### src/rtl/msg_pkg.sv
// msg_pkg: shared character constants, state encoding and message lookup
package msg_pkg;
  localparam int DATA_W_DEF = 8;
  localparam int MSG_LEN_DEF = 11;
  localparam logic [7:0] CH_E = 8'h45;
  localparam logic [7:0] CH_N = 8'h4E;
  localparam logic [7:0] CH_G = 8'h47;
  localparam logic [7:0] CH_I = 8'h49;
  localparam logic [7:0] CH_R = 8'h52;
  typedef enum logic {IDLE, STREAM} state_t;
  function automatic logic [7:0] msg_char(input int i);
    case (i)
      0, 5, 6: return CH_E;
      1, 4, 9: return CH_N;
      2, 10:   return CH_G;
      3, 8:    return CH_I;
      7:       return CH_R;
      default: return 8'h00;
    endcase
  endfunction
endpackage

### src/rtl/msg_table.sv
// msg_table: combinational index to character lookup, zero past the message
module msg_table
  import msg_pkg::*;
#(
  parameter int DATA_W = DATA_W_DEF,
  parameter int DEPTH = 16,
  parameter int ADDR_W = $clog2(DEPTH),
  parameter int MSG_LEN = MSG_LEN_DEF
) (
  input  logic [ADDR_W-1:0] idx,
  output logic [DATA_W-1:0] data
);
  // entries at or beyond the message length read as zero
  always_comb data = (int'(idx) < MSG_LEN && int'(idx) < DEPTH) ? DATA_W'(msg_char(int'(idx))) : '0;
endmodule

### src/rtl/msg_rom_streamer.sv
// msg_rom_streamer: streams the character table over valid/ready with loop and abort
module msg_rom_streamer
  import msg_pkg::*;
#(
  parameter int DATA_W = DATA_W_DEF,
  parameter int DEPTH = 16,
  parameter int ADDR_W = $clog2(DEPTH),
  parameter int MSG_LEN = MSG_LEN_DEF,
  parameter int CNT_W = 8
) (
  input  logic              clk,
  input  logic              rst_n,
  input  logic              start,
  input  logic              loop_en,
  input  logic              abort,
  input  logic              out_ready,
  output logic              out_valid,
  output logic [DATA_W-1:0] out_data,
  output logic              out_last,
  output logic              busy,
  output logic              done,
  output logic [CNT_W-1:0]  msg_count
);
  if (MSG_LEN < 1 || MSG_LEN > DEPTH) begin : g_bad_len
    $error("msg_rom_streamer: MSG_LEN must be within 1..DEPTH");
  end
  state_t state, state_n;
  logic [ADDR_W-1:0] idx, idx_n;
  logic [DATA_W-1:0] tbl_data, data_n;
  logic [CNT_W-1:0] cnt_n;
  logic valid_n, done_n, xfer, at_last;
  assign xfer = out_valid & out_ready;
  assign at_last = int'(idx) == MSG_LEN - 1;
  assign out_last = out_valid & at_last;
  assign busy = state == STREAM;
  // the table is addressed by the next index so out_data can be registered
  msg_table #(.DATA_W(DATA_W), .DEPTH(DEPTH), .ADDR_W(ADDR_W), .MSG_LEN(MSG_LEN)) u_table (
    .idx(idx_n),
    .data(tbl_data)
  );
  assign data_n = valid_n ? tbl_data : '0;
  // next state: abort beats everything, start only from idle, advance on transfer
  always_comb begin
    state_n = state;
    idx_n = idx;
    valid_n = out_valid;
    done_n = 1'b0;
    cnt_n = msg_count;
    if (abort) begin
      state_n = IDLE;
      idx_n = '0;
      valid_n = 1'b0;
    end else if (state == IDLE && start) begin
      state_n = STREAM;
      idx_n = '0;
      valid_n = 1'b1;
    end else if (state == STREAM && xfer) begin
      if (!at_last) idx_n = idx + 1'b1;
      else begin
        cnt_n = msg_count + 1'b1;
        idx_n = '0;
        valid_n = loop_en;
        done_n = !loop_en;
        state_n = loop_en ? STREAM : IDLE;
      end
    end
  end
  // registered state and outputs, asynchronous reset
  always_ff @(posedge clk or negedge rst_n) begin
    if (!rst_n) begin
      state <= IDLE;
      idx <= '0;
      out_valid <= 1'b0;
      out_data <= '0;
      done <= 1'b0;
      msg_count <= '0;
    end else begin
      state <= state_n;
      idx <= idx_n;
      out_valid <= valid_n;
      out_data <= data_n;
      done <= done_n;
      msg_count <= cnt_n;
    end
  end
endmodule

### config.mk
export PLATFORM = sky130hd
export DESIGN_NAME = msg_rom_streamer
export DESIGN_NICKNAME = d
export VERILOG_FILES = /design/src/rtl/msg_pkg.sv /design/src/rtl/msg_table.sv /design/src/rtl/msg_rom_streamer.sv
export SDC_FILE = /design/constraint.sdc
export NUM_CORES = 1
export LEC_CHECK = 0
export ABC_AREA = 0
export BUFFER_PORTS_ARGS = -buffer_cell sky130_fd_sc_hd__buf_2
export CAP_MARGIN = 20
export CORE_ASPECT_RATIO = 1.5
export CORE_MARGIN = 2
export CORE_UTILIZATION = 56
export CTS_CLUSTER_SIZE = 8
export DETAILED_ROUTE_END_ITERATION = 7
export GPL_TIMING_DRIVEN = 1
export MAX_ROUTING_LAYER = met4
export PLACE_DENSITY_LB_ADDON = 0.1
export RECOVER_POWER = 100
export SYNTH_ARGS = -nofsm -noshare
export SYNTH_HDL_FRONTEND = slang
export SYNTH_HIERARCHICAL = 1
export SYNTH_SLANG_ARGS = --single-unit
### constraint.sdc
create_clock -name clk -period 5.25 [get_ports clk]
set_input_delay 0.2625 -clock clk [delete_from_list [all_inputs] [get_ports clk]]
set_output_delay 0.2625 -clock clk [all_outputs]
set_load 0.01 [all_outputs]
==> flow_summary.yaml <==
worst_hold_path:
  min_from: "start"
  min_to: "busy"
  hold_class: "primary input to register"
  hold_path_depth: 2
grt:
  grt_overflow: 0
  grt_pass1_wl_um: 3350
  antenna_found_initial: 0
  grt_use_total: 0.206
  first_global_vias: 843
  grt_start_max_net_pins: 24
power_and_ir_drop:
  swShare: 0.222
  p_int_uw: 217
  p_per_area_nw_per_um2: 220
  clkPwrFrac: 0.272
  irDropWorstVdd_mv: 0.190
  power.share.combinational: 0.073
  total_leakage_power_nw: 0.591
  p_seq_frac: 0.655
  switching_power_uw: 61.9
yosys:
  seq_area_frac_synth: 0.501
  synth_top_area_frac: 0.501
  ys_seq_elements: 23
  yosysUniqueCellTypes: 35
  synth_edf_count: 0
  yosys.area.top_type: "dfrtp_1"
  synthCells: 104
  netlist_area_um2: 1150
  synth.area.top_cells: "dfrtp_1 50%, and3_1 6.0%, ha_1 5.4%"
  yosysWarnings: 6
  synth.avg_cell_area_um2: 11.0
  async_flop_share: 1.00
  synth_flop_cell: "dfrtp_1"
die:
  rows: 20
  die-area_um2: 2440
  core_um2: 1980
  io-pin-count: 26
  chipHeight_um: 59.5
  initial_core_util: 0.581
  die_width_um: 41.0
routing:
  drt_iter0_markers: 11
  wl_per_cell_um: 13.5
  drt.antenna.violating_nets: 0
  drcViolationCount: 0
  first_pass_iters: 4
  vias_per_cell: 5.55
  wl_um: 2100
  vias: 860
cells_and_area:
  fill_cells: 167
  antenna_cells: 0
  layout.nets: 145
  syn_to_final_growth_pct: 10.3
  drive_above_1_share: 0.0602
cts:
  cts_tree: "done"
  clk_pin_slew_ps: 120
  clock_latency_ps: 300
  cts_buffer_depth: 2
  clock-sinks: 23
  clk_root_buffer_cell: "clkbuf_4"
  h-tree-depth: 1
  cts_buffers: 3
  cts_setup_buffers: 0
worst_setup_path:
  crit_arrival_ps: 2620
  crit_fanout: 10
  reg2reg_from: "busy"
  regToRegSetupSlack_ps: 2860
  worstRegToRegCells: 6
  critPathKind: "register to register"
  start_kind: "register"
  cp.required_ps: 5480
  r2r_end: "out_data[3]"
  worst_setup_path_end_kind: "register"
timing:
  worst_pin_slew_ps: 1170
  rsz0062_at_grt: "no"
  maxSlewViolCount: 0
  clock_skew_ps: 11.1
  whs_ps: 182
  setup_tns_ps: 0
  fin_crit_ps: 2390
  maxSlewHeadroom: 0.223
  hold_violations: 0
  fin_crit_sh: 0.455
  finalSetupViolations: 0
  fmax_ghz: 0.419
run_status:
  status: "finished clean"
place:
  gp_congestion: 0.866
  hpwl_um: 1620
  portBuffers: 25
job:
  drv_cap: 0
==> cells by family (layout without fill, tap and decap cells) <==
logic type	count (synthesis)	count (layout)	synth area share
xor+xnor	8	8	0.0610
mux	1	1	0.00980
simple gates	47	47	0.276
fa+ha+maj	5	5	0.0545
compound gates	13	13	0.0686
buf+inv	6	34	0.0261
flops	23	23	0.501
other cells	1	2	0.00326
==> placed cells by master, fill, tap and decap left out, drive strengths merged, types with 2 or more instances in the layout <==
master   n
nor3     3
nand3    4
nand3b   2
dfrtp   23
o21ai    4
xnor2    6
conb     2
ha       5
nand2    3
nor2     5
buf      4
a21oi    3
nor2b    2
nand2b   4
xor2     2
and3    11
clkbuf  25
nand4    5
inv      4
==> how the worst max path moves through the flow <==
stage                     start          end  slack (ps)
after detailed placement   busy  out_data[3]        2950
after floorplan            busy  out_data[3]        3090
after global routing       busy  out_data[3]        2670
after global placement     busy  out_data[3]        3010
final                      busy  out_data[3]        2860
after CTS                  busy  out_data[3]        2920
==> what timing repair did <==
| action | CTS | global route |
|---|---|---|
| hold buffers | 1 | 0 |
| gates resized for setup | 0 | 0 |
| hold endpoints to repair | 23 | 0 |
==> area by class of cell <==
type | count | area, µm² | share of cell area
timing repair buffer | 26 | 109 | 0.0859
clock buffer | 4 | 26.3 | 0.0207
sequential | 23 | 576 | 0.454
inverter | 4 | 15.0 | 0.0118
tap | 22 | 27.5 | 0.0217
multi-input combinational | 76 | 514 | 0.406
==> routing by layer <==
metal  vias up  global-route usage  share of wire
met5         -                   -              0
met1       417               0.198           0.37
met2        18               0.368           0.57
met4         0               0.100         0.0076
li1        423                   -              -
met3         2              0.0301          0.050
==> worst max-delay path, cell delays in order (launching register included) <==
cell and delay, ps:
dfrtp_1 410, nand3_1 210, or4_1 530, a31oi_1 460, or4b_1 480, nand3_1 90, and3_1 130
==> metrics by stage <==
stage,instances,setup WS [ps],power (mW),util,cell area [µm²]
3_3_place_gp,150,3010,0.208,0.653,1290
2_1_floorplan,105,3090,0.198,-,1150
4_1_cts,155,2920,0.284,0.671,1330
3_5_place_dp,150,2950,0.208,0.653,1290
6_report,155,2860,0.279,0.641,1270
5_1_grt,155,2670,0.293,0.641,1270
==> cells in the mapped netlist, types with 2 or more instances <==
cell      instances
nor2_1            5
nand3_1           3
xor2_1            2
xnor2_1           6
a21oi_1           3
nand2_1           3
nand4_1           5
dfrtp_1          23
nor3_1            2
nand3b_1          2
buf_4             2
nand2b_1          4
nor2b_1           2
ha_1              5
o21ai_0           4
and3_1           11
inv_1             4
==> registers in the layout, summed over array words and instances, names as in the netlist <==
signal	count
msg_count	8
out_data	8
idx	4
busy	1
done	1
out_valid	1
==> power by group through the flow <==
stage | combinational (mW) | clock [mW] | sequential, mW
2_1_floorplan | 0.00920 | 0 | 0.189
3_3_place_gp | 0.0217 | 0 | 0.186
3_5_place_dp | 0.0219 | 0 | 0.186
4_1_cts | 0.0225 | 0.0787 | 0.183
5_1_grt | 0.0239 | 0.0857 | 0.183
6_report | 0.0204 | 0.0760 | 0.183
Note: power is estimated with default switching activity, not from simulation.
